`src/rtl/led_tx_serializer.sv`:
```
// Serialises 12-bit RGB FIFO words into GRB LED bit-pulses, then holds a latch-low gap.
// Latency: first high pulse 3 cycles after send_start; done 3 + bit-time + TRST cycles after it.
// Backpressure: reads at most PIXEL_NUM words; an empty FIFO when a pixel is due ends the frame with underrun.
module led_tx_serializer #(
  parameter int PIXEL_NUM = 35,
  parameter int T0H       = 20,
  parameter int T0L       = 43,
  parameter int T1H       = 40,
  parameter int T1L       = 23,
  parameter int TRST      = 3000
) (
  input  logic        clk,
  input  logic        rstn,
  input  logic        send_start,
  input  logic        fifo_empty,
  input  logic [11:0] fifo_rdata,
  output logic        fifo_rd,
  output logic        led_dout,
  output logic        busy,
  output logic        done,
  output logic        underrun
);

  function automatic int imax(input int a, input int b);
    return (a > b) ? a : b;
  endfunction

  localparam int TMAX = imax(imax(imax(T0H, T0L), imax(T1H, T1L)), TRST);
  localparam int TW   = $clog2(TMAX + 1);
  localparam int PW   = $clog2(PIXEL_NUM + 1);

  // Terminal counts: a phase lasting N cycles ends when the timer reads N-1.
  localparam logic [TW-1:0] T0H_END  = TW'(T0H - 1);
  localparam logic [TW-1:0] T0L_END  = TW'(T0L - 1);
  localparam logic [TW-1:0] T1H_END  = TW'(T1H - 1);
  localparam logic [TW-1:0] T1L_END  = TW'(T1L - 1);
  localparam logic [TW-1:0] TRST_END = TW'(TRST - 1);
  localparam logic [PW-1:0] PIX_LAST = PW'(PIXEL_NUM);

  typedef enum logic [2:0] {IDLE, FETCH, LOAD, BIT_HIGH, BIT_LOW, LATCH, DONE} state_t;

  state_t        state, state_nxt;
  logic [TW-1:0] tmr;
  logic [PW-1:0] pix_cnt;      // words read from the FIFO this frame
  logic [4:0]    bit_idx;
  logic [23:0]   shreg;        // current pixel, MSB is the bit on the line
  logic [23:0]   shadow;       // prefetched next pixel
  logic          shadow_vld;
  logic          pf_pend;      // prefetch read issued last cycle, data on fifo_rdata now
  logic          tmr_end;
  logic          pf_rd;
  logic          more_pix;
  logic          next_rdy;

  // {R,G,B} nibbles -> GRB order with each nibble repeated to fill a byte.
  function automatic logic [23:0] grb_expand(input logic [11:0] rgb);
    logic [3:0] r, g, b;
    r = rgb[11:8];
    g = rgb[7:4];
    b = rgb[3:0];
    return {g, g, r, r, b, b};
  endfunction

  assign more_pix = (pix_cnt < PIX_LAST);
  assign next_rdy = shadow_vld | pf_pend;

  // State register
  always_ff @(posedge clk or negedge rstn) begin
    if (!rstn) state <= IDLE;
    else       state <= state_nxt;
  end

  // Next-state and Moore/strobe outputs; fifo_rd is gated by fifo_empty so it never reads an empty FIFO
  always_comb begin
    state_nxt = state;
    fifo_rd   = 1'b0;
    led_dout  = 1'b0;
    busy      = (state != IDLE);
    done      = 1'b0;
    tmr_end   = 1'b0;
    pf_rd     = 1'b0;
    case (state)
      IDLE: begin
        if (send_start) state_nxt = FETCH;
      end
      FETCH: begin
        if (fifo_empty) begin
          state_nxt = LATCH;
        end else begin
          fifo_rd   = 1'b1;
          state_nxt = LOAD;
        end
      end
      LOAD: begin
        state_nxt = BIT_HIGH;
      end
      BIT_HIGH: begin
        led_dout = 1'b1;
        tmr_end  = (tmr == (shreg[23] ? T1H_END : T0H_END));
        if (tmr_end) state_nxt = BIT_LOW;
      end
      BIT_LOW: begin
        tmr_end = (tmr == (shreg[23] ? T1L_END : T0L_END));
        pf_rd   = (bit_idx == 5'd0) && (tmr == '0) && more_pix && !fifo_empty;
        fifo_rd = pf_rd;
        if (tmr_end) state_nxt = ((bit_idx != 5'd0) || next_rdy) ? BIT_HIGH : LATCH;
      end
      LATCH: begin
        tmr_end = (tmr == TRST_END);
        if (tmr_end) state_nxt = DONE;
      end
      DONE: begin
        done      = 1'b1;
        state_nxt = IDLE;
      end
      default: state_nxt = IDLE;
    endcase
  end

  // Phase timer: counts inside timed phases and returns to zero at every phase boundary
  always_ff @(posedge clk or negedge rstn) begin
    if (!rstn) begin
      tmr <= '0;
    end else if (((state == BIT_HIGH) || (state == BIT_LOW) || (state == LATCH)) && !tmr_end) begin
      tmr <= tmr + TW'(1);
    end else begin
      tmr <= '0;
    end
  end

  // Pixel datapath: load, shift, prefetch into the shadow, and the sticky underrun flag
  always_ff @(posedge clk or negedge rstn) begin
    if (!rstn) begin
      pix_cnt    <= '0;
      bit_idx    <= '0;
      shreg      <= '0;
      shadow     <= '0;
      shadow_vld <= 1'b0;
      pf_pend    <= 1'b0;
      underrun   <= 1'b0;
    end else begin
      pf_pend <= pf_rd;
      if (pf_pend) begin
        shadow     <= grb_expand(fifo_rdata);
        shadow_vld <= 1'b1;
      end
      case (state)
        IDLE: begin
          if (send_start) begin
            underrun   <= 1'b0;
            pix_cnt    <= '0;
            shadow_vld <= 1'b0;
          end
        end
        FETCH: begin
          if (fifo_empty) underrun <= 1'b1;
        end
        LOAD: begin
          shreg   <= grb_expand(fifo_rdata);
          bit_idx <= 5'd23;
          pix_cnt <= pix_cnt + PW'(1);
        end
        BIT_LOW: begin
          if (pf_rd) pix_cnt <= pix_cnt + PW'(1);
          if (tmr_end) begin
            if (bit_idx != 5'd0) begin
              shreg   <= {shreg[22:0], 1'b0};
              bit_idx <= bit_idx - 5'd1;
            end else if (pf_pend) begin
              // Very short low time: word arrives on the last low cycle, bypass the shadow.
              shreg      <= grb_expand(fifo_rdata);
              bit_idx    <= 5'd23;
              shadow_vld <= 1'b0;
            end else if (shadow_vld) begin
              shreg      <= shadow;
              bit_idx    <= 5'd23;
              shadow_vld <= 1'b0;
            end else if (more_pix) begin
              underrun <= 1'b1;
            end
          end
        end
        default: ;
      endcase
    end
  end

endmodule

```
`config.mk`:
```
export PLATFORM = sky130hd
export DESIGN_NAME = led_tx_serializer
export DESIGN_NICKNAME = d
export VERILOG_FILES = /design/src/rtl/led_tx_serializer.sv
export SDC_FILE = /design/constraint.sdc
export NUM_CORES = 1
export LEC_CHECK = 0
export CORE_ASPECT_RATIO = 0.8
export CORE_UTILIZATION = 52
export CTS_CLUSTER_DIAMETER = 80
export CTS_CLUSTER_SIZE = 30
export DETAILED_ROUTE_END_ITERATION = 10
export GPL_TIMING_DRIVEN = 0
export PLACE_DENSITY = 0.67
export SLEW_MARGIN = 20
export SYNTH_ARGS = -nofsm -noshare
export SYNTH_HDL_FRONTEND = slang
export SYNTH_SLANG_ARGS = --single-unit
```
`constraint.sdc`:
```
create_clock -name clk -period 3.05 [get_ports clk]
set_input_delay 0.7625 -clock clk [delete_from_list [all_inputs] [get_ports clk]]
set_output_delay 0.7625 -clock clk [all_outputs]
set_load 0.02 [all_outputs]
```
==> implementation parameters <==
Parameter                              Value

Run status
  Status ... complete, but fails checks
  Violated checks ... negative setup slack

Clocking
  Cell chosen for the clock root ... sky130_fd_sc_hd__clkbuf_8
  Clk buf depth ... 2
  CTS H-tree depth ... 3
  Number of buffers added by the clock tree synthesis step ... 9
  CTS sink count ... 65
  TritonCTS clock tree ... built
  Clock slew seen by the registers of the worst setup and hold paths ... 0.07 ns
  CTS Hold Bufs ... 0
  Worst-skew pair later-pin latency ... 0.35 ns

Global routing
  Number of global-route vias before repair ... 2729
  Antenna violations before repair ... 0
  Global-route congestion overflow total ... 0
  Pin count of the biggest net entering global routing ... 39
  Aggregate global-route resource usage ... 24.1%
  Global-route wire length before repair ... 13.3 mm

Layout
  Number of antenna cells inserted ... 0
  Layout area overhead ... 18.2%
  Number of nets in the layout ... 420
  Layout cell share with drive strength beyond 1 ... 21.6%
  Most common library cell in the layout ignoring fill and taps ... sky130_fd_sc_hd__dfrtp_1
  Utilization after layout ... 64.7%
  Leading cell types in the layout, fill and taps excluded ... sky130_fd_sc_hd__dfrtp_1 (65), sky130_fd_sc_hd__mux2_2 (37), sky130_fd_sc_hd__nor2_1 (29), sky130_fd_sc_hd__a21o_1 (25), sky130_fd_sc_hd__o21ai_0 (24)

Timing
  Share of the clock period used by the worst path after layout ... 108%
  Unrepaired setup endpoints after global routing ... yes
  Min cycle time layout ... 3.30 ns
  Final number of hold-violating endpoints ... 0
  Worst-Margin Slew ... 0.722 ns
  Final setup violation count ... 1
  Max Fclk ... 303 MHz
  Setup WS post-layout ... -0.253 ns
  Final Skew ... 0.0108 ns
  Max-Slew Margin vs Limit ... 51.7%
  Post-Route Setup TNS ... -0.253 ns
  Max Transition Viols Final ... 0

Worst setup path
  Required time reported for the critical path endpoint ... 2.29 ns
  Largest delay contributor family on the critical path ... simple AND/OR/NAND/NOR gates
  Biggest cell delay along the critical path ... 0.47 ns
  Worst EP arrival ... 2.54 ns
  Critical-path maximum fanout ... 7
  CP Capture Type ... output pin
  Crit path depth ... 9
  Ordered cell list for the critical path ... inv_2, ha_4, or4b_4, buf_6, or3_4, nor4_4, a31oi_1, nor2_1, buf_4
  Buffer and inverter count on the worst path ... 3
  FF-to-FF path depth ... 8
  Crit Path Class ... reg -> out
  Type of origin of the critical path ... register
  Standard cell with the maximum stage delay on the critical path ... sky130_fd_sc_hd__or4b_4

Logic synthesis
  Top cell type's share of synthesized area ... 45.7%
  Synthesis warning total ... 0
  Commonest register cell after synthesis ... sky130_fd_sc_hd__dfrtp_1
  Async set-or-reset flop fraction in the synthesized netlist ... 100%
  Number of flops mapped to enable cells by yosys ... 0
  Dominant cells by area after synthesis ... sky130_fd_sc_hd__dfrtp_1 (46%), sky130_fd_sc_hd__mux2_2 (12%), sky130_fd_sc_hd__a21o_1 (5.3%)
  Synthesized netlist net count ... 377
  Mean Syn Cell Area ... 10.0 um^2
  Post-synth design cell area ... 3560 um^2
  Area leader, netlist ... sky130_fd_sc_hd__dfrtp_1
  Synth unique cells ... 50
  Post-Synthesis Cells ... 355
  Share of the yosys chip area belonging to registers ... 45.7%
  Number of storage elements in the synthesis netlist ... 65

Die
  # IOs ... 21
  Floorplan core area ... 6510 um^2
  Overall die height ... 76.0 um
  Area enclosed by the die boundary ... 7180 um^2
  Overall die width ... 94.5 um
  Initial cell density of the core ... 54.7%
  Number of standard-cell rows in the floorplan ... 26

Power
  Power per unit of standard cell area ... 782 nW/um^2
  P_leak ... 1.94 nW
  Worst voltage drop across the vdd grid ... 0.368 mV

Min path
  Type of the most critical hold path ... in -> async

Detailed routing
  DRC violation total after the first TritonRoute iteration ... 216
  Drt drc ... 0
  Avg WL per Cell ... 16.9 um
  Number of nets with antenna violations after routing ... 0
  Detailed-router iteration count before antenna repair ... 5
  Number of vias per cell after detailed routing ... 5.79
  Vias ... 2821
  Detailed-route wire length ... 8.21 mm

Placement
  Gp weighted congestion ... 0.854
  Count of input and output buffers ... 20
  Post-detail-place hpwl ... 5.44 mm

Job
  Maximum Capacitance Violations ... 0
[path summary, 6_finish.rpt]
kind | start | to | slack [ns]
worst max-delay path | bit_idx[1] | fifo_rd | -0.25
worst min-delay path | rstn | pix_cnt[2] | 0.34
worst max register to register | bit_idx[1] | pix_cnt[5] | 0.09
worst min register to register | tmr[0] | tmr[0] | 0.48
max in group asynchronous | rstn | shadow[20] | 2.18
min in group clk | tmr[0] | tmr[0] | 0.48
[what timing repair did]
| action | in CTS | in global routing |
|---|---|---|
| gates resized for setup | 10 | 15 |
| pin swaps | 0 | 5 |
| setup buffers | 0 | 11 |
| setup endpoints to repair | 23 | 27 |
[state kept, by name, indices dropped and copies added, names as in the netlist]
name,count
bit_idx,5
state,3
pf_pend,1
tmr,12
shadow,12
pix_cnt,6
shadow_vld,1
shreg,24
underrun,1
[synth_stat cells (7+ instances only)]
library cell                n
sky130_fd_sc_hd__a21o_1    25
sky130_fd_sc_hd__dfrtp_1   65
sky130_fd_sc_hd__o21ai_0   24
sky130_fd_sc_hd__nor2_1    29
sky130_fd_sc_hd__nand2_1   13
sky130_fd_sc_hd__and3_1     7
sky130_fd_sc_hd__mux2_2    37
sky130_fd_sc_hd__clkbuf_1  17
sky130_fd_sc_hd__nand2b_1   8
sky130_fd_sc_hd__nand3_1   19
sky130_fd_sc_hd__inv_1     20
[layout make-up]
cell class / instances / area, um^2
Buffer: 23 / 108
Clock buffer: 11 / 141
Clock inverter: 5 / 31.3
Fill cell: 566 / 2300
Inverter: 20 / 75.1
Multi-Input combinational cell: 247 / 1820
Sequential cell: 65 / 1630
Tap cell: 84 / 105
Timing Repair Buffer: 32 / 298
[worst reg2reg max path, cell delays in order, from the launching register on]
cell	delay, ns
sky130_fd_sc_hd__dfrtp_1	0.42
sky130_fd_sc_hd__inv_2	0.09
sky130_fd_sc_hd__ha_4	0.13
sky130_fd_sc_hd__or4b_4	0.47
sky130_fd_sc_hd__buf_6	0.15
sky130_fd_sc_hd__or3_4	0.35
sky130_fd_sc_hd__o41a_1	0.44
sky130_fd_sc_hd__a2111o_1	0.54
sky130_fd_sc_hd__a22o_1	0.27
[logic make-up (layout without fill, tap and decap cells)]
kind of cell / after synthesis / in the layout / synth area share, %
buf+inv: 43 / 91 / 4.89
simple gates: 113 / 113 / 17.1
xor+xnor: 11 / 11 / 2.71
mux: 39 / 39 / 12.3
compound gates: 78 / 78 / 15.2
fa+ha+maj: 6 / 6 / 2.11
flops: 65 / 65 / 45.7
[power by group]
| group | total [mW] | internal, mW | switching [mW] |
|---|---|---|---|
| combinational | 1.36 | 0.651 | 0.712 |
| sequential | 1.27 | 1.11 | 0.155 |
| clock | 0.657 | 0.314 | 0.342 |
| total | 3.29 | 2.08 | 1.21 |
[routing by layer]
layer | vias to the layer above | track usage (%) | wire [um]
li1 | 1360 | - | -
met1 | 1399 | 35.0 | 4030
met2 | 54 | 35.4 | 3770
met3 | 8 | 6.69 | 335
met4 | 0 | 6.36 | 69
met5 | - | 0 | 0
[through the flow]
stage / instances / power [mW] / hold WS (ns) / worst slack, ns / area, um^2
6_report: 487 / 3.29 / 0.339 / -0.253 / 4210
5_1_grt: 487 / 3.50 / 0.358 / -0.320 / 4210
4_1_cts: 476 / 3.23 / 0.345 / -0.226 / 4070
3_5_place_dp: 460 / 2.57 / 0.478 / -0.392 / 3880
3_3_place_gp: 459 / 2.53 / 0.471 / -1.06 / 3860
2_1_floorplan: 355 / 2.20 / 0.447 / 0.175 / 3560
Power figures use the tool's default switching activity.
==> patch 1: new RTL, same settings <==
Register the output `underrun` once more, cleared by the reset; this adds one clock of latency there. The other outputs are not delayed to match.
--- a/src/rtl/led_tx_serializer.sv
+++ b/src/rtl/led_tx_serializer.sv
@@ -21,4 +21,6 @@
   output logic        underrun
 );
+
+  logic underrun_s0;
 
   function automatic int imax(input int a, input int b);
@@ -138,5 +140,5 @@
       shadow_vld <= 1'b0;
       pf_pend    <= 1'b0;
-      underrun   <= 1'b0;
+      underrun_s0 <= 1'b0;
     end else begin
       pf_pend <= pf_rd;
@@ -148,5 +150,5 @@
         IDLE: begin
           if (send_start) begin
-            underrun   <= 1'b0;
+            underrun_s0 <= 1'b0;
             pix_cnt    <= '0;
             shadow_vld <= 1'b0;
@@ -154,5 +156,5 @@
         end
         FETCH: begin
-          if (fifo_empty) underrun <= 1'b1;
+          if (fifo_empty) underrun_s0 <= 1'b1;
         end
         LOAD: begin
@@ -177,5 +179,5 @@
               shadow_vld <= 1'b0;
             end else if (more_pix) begin
-              underrun <= 1'b1;
+              underrun_s0 <= 1'b1;
             end
           end
@@ -186,4 +188,12 @@
   end
 
+  always_ff @(posedge clk or negedge rstn) begin
+    if (!rstn) begin
+      underrun <= '0;
+    end else begin
+      underrun <= underrun_s0;
+    end
+  end
+
 endmodule
 
Behaviour: not the same (Yosys sat finds a counterexample within 4 cycles, from zero or initial values and one cycle with rstn low).
==> patch 1 against the unedited design <==
Cell area increased by 3.1%; largest power group unchanged; sequential share of layout area fell by 0.54 points; power grew 11%; synthesized area is 3.4% higher; die area is 3.4% higher; count of clock-buffer cells in the layout fell by 1; critical path depth fell by 2; clock power rose by 26%; setup slack improved by 0.42 ns; first-iteration DRC count grew 20%; via count is 0.11% higher; sequential cell count increased by 1; wire length fell by 1.7%.
==> patch 1: results (changes against the unedited design) <==
| Metric | Value |
|---|---|
| Status | `finished clean (was complete, but fails checks)` |
| Gp weighted congestion | `0.818 (was 0.854)` |
| Number of clock buffers in the layout | `10 (was 11)` |
| Top cells by area, synth | `dfrtp_1 (45%), mux2_2 (6.4%), nand2_1 (6.2%) (was dfrtp_1 (46%), mux2_2 (12%), a21o_1 (5.3%))` |
| DP Cell Count | `471 (was 460)` |
| FF-to-FF setup slack | `0.45 ns (was 0.09 ns)` |
| Reg-to-Reg Start | `bit_idx[0]$_DFFE_PN0P_ (was bit_idx[1]$_DFFE_PN0P_)` |
| Postcts setup bufs | `1 (was 0)` |
| CP max FO | `3 (was 7)` |
| Comb_multi_in | `265 (was 247)` |
| Post-synthesis sequential area ratio | `44.9% (was 45.7%)` |
| Syn Inst Count | `363 (was 355)` |
| Routed WL | `8070 µm (was 8210 µm)` |
| Non-CTS buffers | `43 (was 55)` |
| Post-DP HPWL | `5700 µm (was 5440 µm)` |
| GR met2 Demand/Resource | `35.5% (was 35.4%)` |
| Post-layout util | `63.2% (was 64.7%)` |
| Net Count, Synth | `385 (was 377)` |
| Reg-to-Reg End | `shreg[18]$_DFFE_PN0P_ (was pix_cnt[5]$_DFFE_PN0P_)` |
| Synth cell types | `60 (was 50)` |
| Met3 Track Usage GR | `6.05% (was 6.69%)` |
| Multi-input logic area | `1950 µm² (was 1820 µm²)` |
| Final instance area | `4340 µm² (was 4210 µm²)` |
| Critical Path Start | `pix_cnt[1]$_DFFE_PN0P_ (was bit_idx[1]$_DFFE_PN0P_)` |
| First-pass DRT Iterations | `4 (was 5)` |
-- patch 1: changes by cell type in the layout (fill, tap and decap cells not counted), sizes merged, moves of 3 or more --
cell and change:
clkbuf -10, a22oi +10, nand2b -5, nor3 +9
a41oi +3, nand2 +48, o21ai -19, inv -8
buf -3, a22o -3, a21oi +3, a21o -23
-- patch 1: power by group through the flow --
stage               Sequential (µW)  Combinational, µW  Clock [µW]
floorplan                      1260               1160           0
global placement               1290               1460           0
detailed placement             1300               1490           0
CTS                            1300               1500         848
global route                   1330               1680         890
finish                         1300               1540         830
-- patch 1: routing by layer --
metal | share of wire (%) | vias to the layer above | wire length [µm]
li1 | - | 1372 | -
met1 | 50 | 1385 | 4020
met2 | 45 | 61 | 3610
met3 | 4.8 | 6 | 386
met4 | 0.68 | 0 | 55
met5 | 0 | - | 0
-- patch 1: kinds of logic after synthesis --
group           synth area share [%]
simple gates                    21.7
flops                           44.9
fa+ha+maj                       2.04
compound gates                  11.7
buf+inv                         4.32
mux                             13.1
xor+xnor                        2.38
==> patch 2: new RTL, same flow settings <==
Made on the original files. Set the parameter `T1H` to 20 (it was 40).
--- a/src/rtl/led_tx_serializer.sv
+++ b/src/rtl/led_tx_serializer.sv
@@ -6,5 +6,5 @@
   parameter int T0H       = 20,
   parameter int T0L       = 43,
-  parameter int T1H       = 40,
+  parameter int T1H       = 20,
   parameter int T1L       = 23,
   parameter int TRST      = 3000
Behaviour: same outputs for any inputs over 10 cycles, from zero or initial values and one cycle with rstn low; that may be too few to reach the edited logic, so the function may still have changed.
==> patch 2 against the unedited design <==
Power rose by 2.2%; setup slack improved by 0.30 ns; sequential cell count unchanged; wire length is 4.8% lower; largest power group unchanged; first-iteration DRC count shrank 26%; synthesized area fell by 2.2%; cell area down 2.8%; sequential share of layout area up 1.1 points.
==> patch 2: results (changes against the unedited design) <==
| Metric | Value |
|---|---|
| Postcts setup bufs | `3 (was 0)` |
| DR vias/cell | `5.70 (was 5.79)` |
| DRT iter0 DRCs | `160 (was 216)` |
| Met3 Track Usage GR | `6.36% (was 6.69%)` |
| Vias in the first global route | `2700 (was 2729)` |
| Seq. pwr | `1230 µW (was 1270 µW)` |
| Final instance area | `4090 µm² (was 4210 µm²)` |
| Pwr Total | `3360 µW (was 3290 µW)` |
| Synth Area in Adders | `2.16% (was 2.11%)` |
| DP Cell Count | `472 (was 460)` |
| WL/cell | `15.8 µm (was 16.9 µm)` |
| Nets | `428 (was 420)` |
| Power Internal | `2020 µW (was 2080 µW)` |
| Top cells by area, synth | `dfrtp_1 (47%), a21oi_1 (9.3%), a21oi_2 (4.5%) (was dfrtp_1 (46%), mux2_2 (12%), a21o_1 (5.3%))` |
| Fillers | `541 (was 566)` |
| Non-clk invs | `9 (was 20)` |
| Met1 Track Usage GR | `35.5% (was 35.0%)` |
| CTS resizes | `8 (was 10)` |
| Gp weighted congestion | `0.855 (was 0.854)` |
| VDD IR-drop max | `0.403 mV (was 0.368 mV)` |
| Met3 Wirelength | `278 µm (was 335 µm)` |
| Pre-CTS setup slack | `-0.463 ns (was -0.392 ns)` |
| First-pass DRT Iterations | `4 (was 5)` |
| Multi-input logic area | `1730 µm² (was 1820 µm²)` |
| Net Count, Synth | `389 (was 377)` |
| CP arrival | `2.24 ns (was 2.54 ns)` |
| Wire length on met1 | `3980 µm (was 4030 µm)` |
| Post-DP HPWL | `5550 µm (was 5440 µm)` |
| First-pass GRT wire length | `13100 µm (was 13300 µm)` |
| GRT Overall Usage | `25.1% (was 24.1%)` |
| Comb_multi_in | `270 (was 247)` |
| Share of cells above drive strength 1 | `19.2% (was 21.6%)` |
| Number of clock buffers in the layout | `10 (was 11)` |
| Status | `finished clean (was complete, but fails checks)` |
| Synth cell types | `51 (was 50)` |
| Syn Inst Count | `367 (was 355)` |
| Worst-Margin Slew | `0.735 ns (was 0.722 ns)` |
| ClkCell Share | `4.99% (was 4.10%)` |
| Leakage | `0.00177 µW (was 0.00194 µW)` |
| Non-CTS buffers | `51 (was 55)` |
| Met2 WL | `3460 µm (was 3770 µm)` |
-- patch 2: cell count changes in the layout (fill, tap and decap cells not counted), moves of 5 or more --
cell,unedited run,this run
mux2_2,37,11
inv_1,16,9
o21ai_0,24,2
a21oi_2,0,19
a21o_1,25,0
a21oi_1,4,64
clkbuf_1,17,12
nand2_1,13,39
-- patch 2: worst paths after layout --
kind / from / end / slack [ns] / depth (start not counted)
max in group asynchronous: rstn / shreg[2]$_DFFE_PN0P_ / 2.18 / 2
worst min-delay path: rstn / pix_cnt[5]$_DFFE_PN0P_ / 0.34 / 1
worst min register to register: shadow[5]$_DFFE_PN0P_ / shadow[5]$_DFFE_PN0P_ / 0.49 / 1
worst max register to register: bit_idx[0]$_DFFE_PN0P_ / pix_cnt[5]$_DFFE_PN0P_ / 0.68 / 9
min in group clk: shadow[5]$_DFFE_PN0P_ / shadow[5]$_DFFE_PN0P_ / 0.49 / 1
worst max-delay path: fifo_empty / fifo_rd / 0.05 / 6
